File: config.mk
export PLATFORM = sky130hd
export DESIGN_NAME = rsd_write_combiner
export DESIGN_NICKNAME = d
export VERILOG_FILES = /design/src/rtl/rsd_write_combiner.sv
export SDC_FILE = /design/constraint.sdc
export NUM_CORES = 2
export LEC_CHECK = 0
export BUFFER_PORTS_ARGS = -buffer_cell sky130_fd_sc_hd__buf_2
export CAP_MARGIN = 20
export CORE_UTILIZATION = 40
export DETAILED_ROUTE_END_ITERATION = 7
export SYNTH_ARGS = -nofsm -noshare
export SYNTH_HDL_FRONTEND = slang
export SYNTH_SLANG_ARGS = --single-unit
File: constraint.sdc
create_clock -name clk -period 50.4 [get_ports clk]
set_clock_uncertainty 0.2 [all_clocks]
set_input_delay 2.52 -clock clk [delete_from_list [all_inputs] [get_ports clk]]
set_output_delay 2.52 -clock clk [all_outputs]
set_load 0.05 [all_outputs]
File: src/rtl/rsd_write_combiner.sv
// Reed-Solomon decoder write back end: packs decoded symbols MSB-first into cache
// lines, posts one write per line, then writes a completion record to the DSM line.
module rsd_write_combiner #(
  parameter int SYM_WIDTH     = 8,
  parameter int LINE_WIDTH    = 512,
  parameter int NUM_LINE_BUFS = 2,
  parameter int ADDR_WIDTH    = 42,
  parameter int LEN_WIDTH     = 32
) (
  input  logic                  clk,
  input  logic                  reset,
  input  logic                  start,
  input  logic [ADDR_WIDTH-1:0] buf_base_addr,
  input  logic [LEN_WIDTH-1:0]  buf_size_lines,
  input  logic [ADDR_WIDTH-1:0] dsm_addr,
  input  logic [SYM_WIDTH-1:0]  sym_data,
  input  logic                  sym_valid,
  input  logic                  sym_last,
  output logic                  sym_ready,
  input  logic                  wr_almfull,
  output logic                  wr_valid,
  output logic [ADDR_WIDTH-1:0] wr_addr,
  output logic [LINE_WIDTH-1:0] wr_data,
  input  logic                  wr_rsp_valid,
  output logic                  done,
  output logic                  err_overflow,
  output logic [LEN_WIDTH-1:0]  lines_written
);
  localparam int S   = LINE_WIDTH / SYM_WIDTH;
  localparam int SLW = (S > 1) ? $clog2(S) : 1;
  localparam int PW  = (NUM_LINE_BUFS > 1) ? $clog2(NUM_LINE_BUFS) : 1;
  localparam int CW  = $clog2(NUM_LINE_BUFS + 1);
  localparam int LW1 = LEN_WIDTH + 1;

  typedef enum logic [2:0] {IDLE, RUN, DRAIN, WAIT_RSP, DSM, DONE} state_t;

  typedef struct packed {
    logic [ADDR_WIDTH-1:0] base;
    logic [LEN_WIDTH-1:0]  size;
    logic [ADDR_WIDTH-1:0] dsm;
  } cfg_t;

  state_t state, state_nx;
  cfg_t   cfg;

  logic [NUM_LINE_BUFS-1:0][LINE_WIDTH-1:0] lbuf;
  logic [PW-1:0]        wr_ptr, rd_ptr;
  logic [CW-1:0]        pend_cnt;
  logic [SLW-1:0]       slot;
  logic [LEN_WIDTH-1:0] rsp_cnt;

  logic                  cap_ok, accept, line_done, issue, overflow, start_now, dsm_issue;
  logic [LINE_WIDTH-1:0] sym_top, line_nx, dsm_rec;

  function automatic logic [PW-1:0] ptr_inc(input logic [PW-1:0] p);
    ptr_inc = (p == PW'(NUM_LINE_BUFS - 1)) ? '0 : p + 1'b1;
  endfunction

  // Capacity counts only completed lines; the line being filled becomes the
  // last permitted one when it completes.
  assign cap_ok    = ({1'b0, lines_written} + LW1'(pend_cnt)) < {1'b0, cfg.size};
  assign sym_ready = (state == RUN) && (pend_cnt != CW'(NUM_LINE_BUFS)) && cap_ok;
  assign accept    = sym_valid && sym_ready;
  assign line_done = accept && ((slot == SLW'(S - 1)) || sym_last);
  assign issue     = ((state == RUN) || (state == DRAIN)) && (pend_cnt != '0) && !wr_almfull;
  assign overflow  = (state == RUN) && sym_valid && !cap_ok;
  assign start_now = start && ((state == IDLE) || (state == DONE));

  // Slot 0 starts a fresh line, so unfilled slots are zero without a clear pass.
  assign sym_top = LINE_WIDTH'(sym_data) << (LINE_WIDTH - SYM_WIDTH);
  assign line_nx = ((slot == '0) ? '0 : lbuf[wr_ptr]) | (sym_top >> (SYM_WIDTH * int'(slot)));

  always_comb begin
    dsm_rec                    = '0;
    dsm_rec[0]                 = 1'b1;
    dsm_rec[1]                 = err_overflow;
    dsm_rec[32 +: LEN_WIDTH]   = lines_written;
  end

  always_comb begin
    state_nx  = state;
    dsm_issue = 1'b0;
    case (state)
      IDLE:     if (start) state_nx = RUN;
      RUN:      if ((accept && sym_last) || overflow) state_nx = DRAIN;
      DRAIN:    if (pend_cnt == '0) state_nx = WAIT_RSP;
      WAIT_RSP: if (rsp_cnt == lines_written) state_nx = DSM;
      DSM: begin
        if (!wr_almfull) begin
          dsm_issue = 1'b1;
          state_nx  = DONE;
        end
      end
      DONE:     if (start) state_nx = RUN;
      default:  state_nx = IDLE;
    endcase
  end

  always_ff @(posedge clk) begin
    if (reset) begin
      state         <= IDLE;
      cfg           <= '0;
      wr_ptr        <= '0;
      rd_ptr        <= '0;
      pend_cnt      <= '0;
      slot          <= '0;
      rsp_cnt       <= '0;
      lines_written <= '0;
      err_overflow  <= 1'b0;
      done          <= 1'b0;
      wr_valid      <= 1'b0;
      wr_addr       <= '0;
      wr_data       <= '0;
    end else begin
      state    <= state_nx;
      wr_valid <= 1'b0;
      if (start_now) begin
        cfg           <= '{base: buf_base_addr, size: buf_size_lines, dsm: dsm_addr};
        wr_ptr        <= '0;
        rd_ptr        <= '0;
        pend_cnt      <= '0;
        slot          <= '0;
        rsp_cnt       <= '0;
        lines_written <= '0;
        err_overflow  <= 1'b0;
        done          <= 1'b0;
      end else begin
        if (wr_rsp_valid && (state != IDLE)) rsp_cnt <= rsp_cnt + 1'b1;
        if (accept) begin
          lbuf[wr_ptr] <= line_nx;
          slot         <= line_done ? '0 : slot + 1'b1;
          if (line_done) wr_ptr <= ptr_inc(wr_ptr);
        end
        if (issue) begin
          wr_valid      <= 1'b1;
          wr_addr       <= cfg.base + ADDR_WIDTH'(lines_written);
          wr_data       <= lbuf[rd_ptr];
          rd_ptr        <= ptr_inc(rd_ptr);
          lines_written <= lines_written + 1'b1;
        end
        pend_cnt <= pend_cnt + CW'(line_done) - CW'(issue);
        if (overflow) err_overflow <= 1'b1;
        if (dsm_issue) begin
          wr_valid <= 1'b1;
          wr_addr  <= cfg.dsm;
          wr_data  <= dsm_rec;
          done     <= 1'b1;
        end
      end
    end
  end
endmodule

==> summary.md <==
| Metric | Value |
|---|---|
| Setup TNS | 0 ps |
| CTS tree | done |
| Clk pwr share | 38.2% |
| Slew headroom | under 10% |
| CTS Buf Count | roughly 190 |
| Area Growth Syn to Fin | 15.54% |
| Vias/cell | between 5 and 6 |
| Leak Pwr | ~29 nW |
| Mapped Cells | around 6,400 |
| Hold crit path type | flip-flop to flip-flop |
| Die Y | between 400 and 500 microns |
| Critical Path Start Type | flip-flop |
| Post-CTS setup buffer count | 0 |
| Crit share post-route | between 10% and 20% |
| CP dominant cell by count | buf_4 |
| Slew Viols, Final | 0 |
| Synth unique cells | 80 |
| Area contributors post-synth | edfxtp_1, dfxtp_1, mux2i_1, a211oi_1, o22ai_1 |
| Crit Path Category | flip-flop to flip-flop |
| Initial antenna violation count | 4 |
| First-pass GRT wire length | between 300 and 400 mm |
| Delay-heaviest family, CP | buffers and inverters |
| Endpoints failing hold | 0 |
| Clk buf depth | 3 |
| Pin slew with the least headroom to its limit | around 1400 ps |
| Crit end category | flip-flop |
| Die Footprint | approximately 190,000 sq um |
| Maximum vdd drop | around 0.033 mV |
| PwrDens | 41.73 nW/um^2 |
| Number of synthesized flops with an enable pin | just over 1,000 |
| Mapped Nets | between 6,000 and 7,000 |
| Mapped cell area | ~76,000 sq um |
| Most frequent cells in the layout | mux2i_1, edfxtp_1, dfxtp_1, buf_2, nor2_1 |
| Final wirelength | 249.4 mm |
| Starting Density | between 40% and 50% |
| # port buffers | 720 |
| CTS Sinks | 1,774 |
| Fmax | 114.3 MHz |
| Clk slew on worst S/H paths | about 60 ps |
| Worst path arrival time | approximately 9000 ps |
| # IOs | between 700 and 800 |
| DR iter-0 viols | ~4,400 |
| WP data required | 50,660 ps |
| Hold-fix buffers, CTS | 0 |
| Largest net degree at the start of global routing | 195 |
| Most common cell after layout, fill and taps aside | mux2i_1 |
| Internal | 2.590 mW |
| Nets | a little over 7,000 |
| P_sw | about 1.1 mW |
| Antenna Nets Post-Route | 0 |
| Asr flop ratio synth | 0% |
| Crit-path slowest cell | buf_4 |
| Fin crit period | roughly 8700 ps |
| Failing checks | DRC |
| Avg Cell Area, Syn | roughly 12 sq um |
| CP max FO | around 140 |
| RSZ-0062 raised after global routing | false |
| Worst path depth | 21 |
| Max cap viols | 0 |
| Share of post-route cells with drive strength above 1 | 15.92% |
| Chip Width | between 400 and 500 microns |
| Reg area | between 40,000 and 50,000 sq um |
| Detailed placement HPWL | 162.9 mm |
| Critical path's largest stage delay | roughly 940 ps |
| Cts repair resizes | 0 |
| Net Sw Frac | ~29% |
| Total number of vias | approximately 53,000 |
| # fillers | between 15,000 and 20,000 |
| Number of global-route vias before repair | approximately 52,000 |
| Setup violators final | 0 |
| Wire per inst | 26.27 microns |
| Post-route DRC | between 150 and 200 |
| Hold Crit Depth | 2 |
| Core area | around 190,000 sq um |
| Ys flop type | edfxtp_1 |
| Total power | around 3.6 mW |
| Root buf cell | clkbuf_16 |
| Grt ovf | 0 |
| Outcome | complete, but fails checks |
| Buf/Inv on CP | 4 |
| Pre-antenna DRT Iters | 8 |
| Gr usage total | between 20% and 30% |
| Sequential fraction of the synthesis area | just over 60% |
| Multi-input logic area | 27,730 sq um |
| Share of the synthesized area in the top cell type | approximately two fifths |
| Dpl cells | between 9,000 and 10,000 |
| Hold slack final | 255.3 ps |
| Reg2Reg Depth | 21 |
| Non-Filler Instances | about 9,500 |
| Post-synthesis register bit count | about 1,800 |
| Cell taking the most area after synthesis | edfxtp_1 |
| FP Rows | 159 |
| YS warnings | 0 |
| Seq pwr share | approximately 47% |
| RD Place Congestion | slightly above 0.9 |
| Worst-skew pair later-pin latency | roughly 860 ps |
| Cell breakdown of the critical path | ha_1 > fa_1 > nand3_1 > nor2_1 > nand4_2 > nor2_1 > nand3_1 > xnor2_1 > ha_1 > a21o_1 > a21o_1 > a21oi_1 > o22a_1 > o311ai_1 > a211o_1 > or2_1 > nor3_2 > buf_12 > buf_4 > buf_4 > buf_4 |
| CTS H-tree depth | 4 |
| Comb power frac | between 10% and 20% |
power by group through the flow:
| stage | clock [mW] | combinational [mW] | sequential (mW) |
|---|---|---|---|
| finish | 1.39 | 0.556 | 1.70 |
| global route | 1.48 | 0.593 | 1.70 |
| global placement | 0 | 0.550 | 1.72 |
| CTS | 1.42 | 0.558 | 1.70 |
| floorplan | 0 | 0.309 | 1.85 |
| detailed placement | 0 | 0.556 | 1.73 |
synthesized netlist by cell type, drive strengths merged, types with 20 or more instances:
master,n
a211oi,487
a21o,25
a21oi,241
a311oi,21
and3,21
buf,45
clkbuf,485
dfxtp,750
edfxtp,1024
ha,71
inv,49
mux2i,1030
nand2,507
nand3,41
nand4,35
nor2,620
nor3,20
o211ai,37
o21ai,75
o22ai,499
or3,21
xnor2,78
xor2,66
sequential cells by signal (all words and copies together), names as in the netlist:
register / flops
cfg: 116
done: 1
err_overflow: 1
lbuf: 1024
lines_written: 32
pend_cnt: 2
rd_ptr: 1
rsp_cnt: 32
slot: 6
state: 3
wr_addr: 42
wr_data: 512
wr_ptr: 1
wr_valid: 1
worst min-delay path, cell delays in order (launching register included):
cell	delay, ps
dfxtp_1	310
nand2_1	50
a21oi_1	50
through the flow:
| stage | cell area [sq um] | utilization (%) | setup WS, ps |
|---|---|---|---|
| 6_report | 87360 | 46.52 | 41650 |
| 3_5_place_dp | 81110 | 43.19 | 41560 |
| 4_1_cts | 87360 | 46.52 | 41560 |
| 5_1_grt | 87360 | 46.52 | 41140 |
| 2_1_floorplan | 75610 | - | 9704 |
| 3_3_place_gp | 81040 | 43.15 | 41610 |
path summary, 6_finish.rpt:
kind                    startpoint        end  slack [ps]
setup reg to reg  lines_written[0]  lbuf[206]       41650
setup / recovery  lines_written[0]  lbuf[206]       41650
hold reg to reg            cfg[43]    cfg[43]         260
hold / removal             cfg[43]    cfg[43]         260
final cells by class:
cell class | instances | area share (%)
well taps | 2495 | 3.573
diodes | 2 | 0.005729
clock buffers | 279 | 6.128
flip-flops and latches | 1774 | 52.39
repair buffers | 791 | 4.897
clock inverters | 71 | 1.030
inverters | 50 | 0.2334
multi-input cells | 4031 | 31.74
cell families (layout without fill, tap and decap cells):
group / after synthesis / count (layout) / share of synthesized area (%)
muxes: 1032 / 1032 / 13.66
xor gates and xnor gates: 144 / 144 / 1.668
adders and majority gates: 73 / 73 / 1.228
buffers and inverters: 580 / 1191 / 2.911
AOI/OAI and AO/OA: 1446 / 1446 / 12.63
other: 0 / 2 / 0
DFF: 1774 / 1774 / 60.52
and+or+nand+nor: 1336 / 1336 / 7.380
per-layer routing:
metal,global-route usage [%],share of wire (%)
met4,11.45,4.6
met1,30.83,40
met2,43.95,51
met5,0,0.0052
met3,3.600,4.8
(Power assumes the default switching activity.)
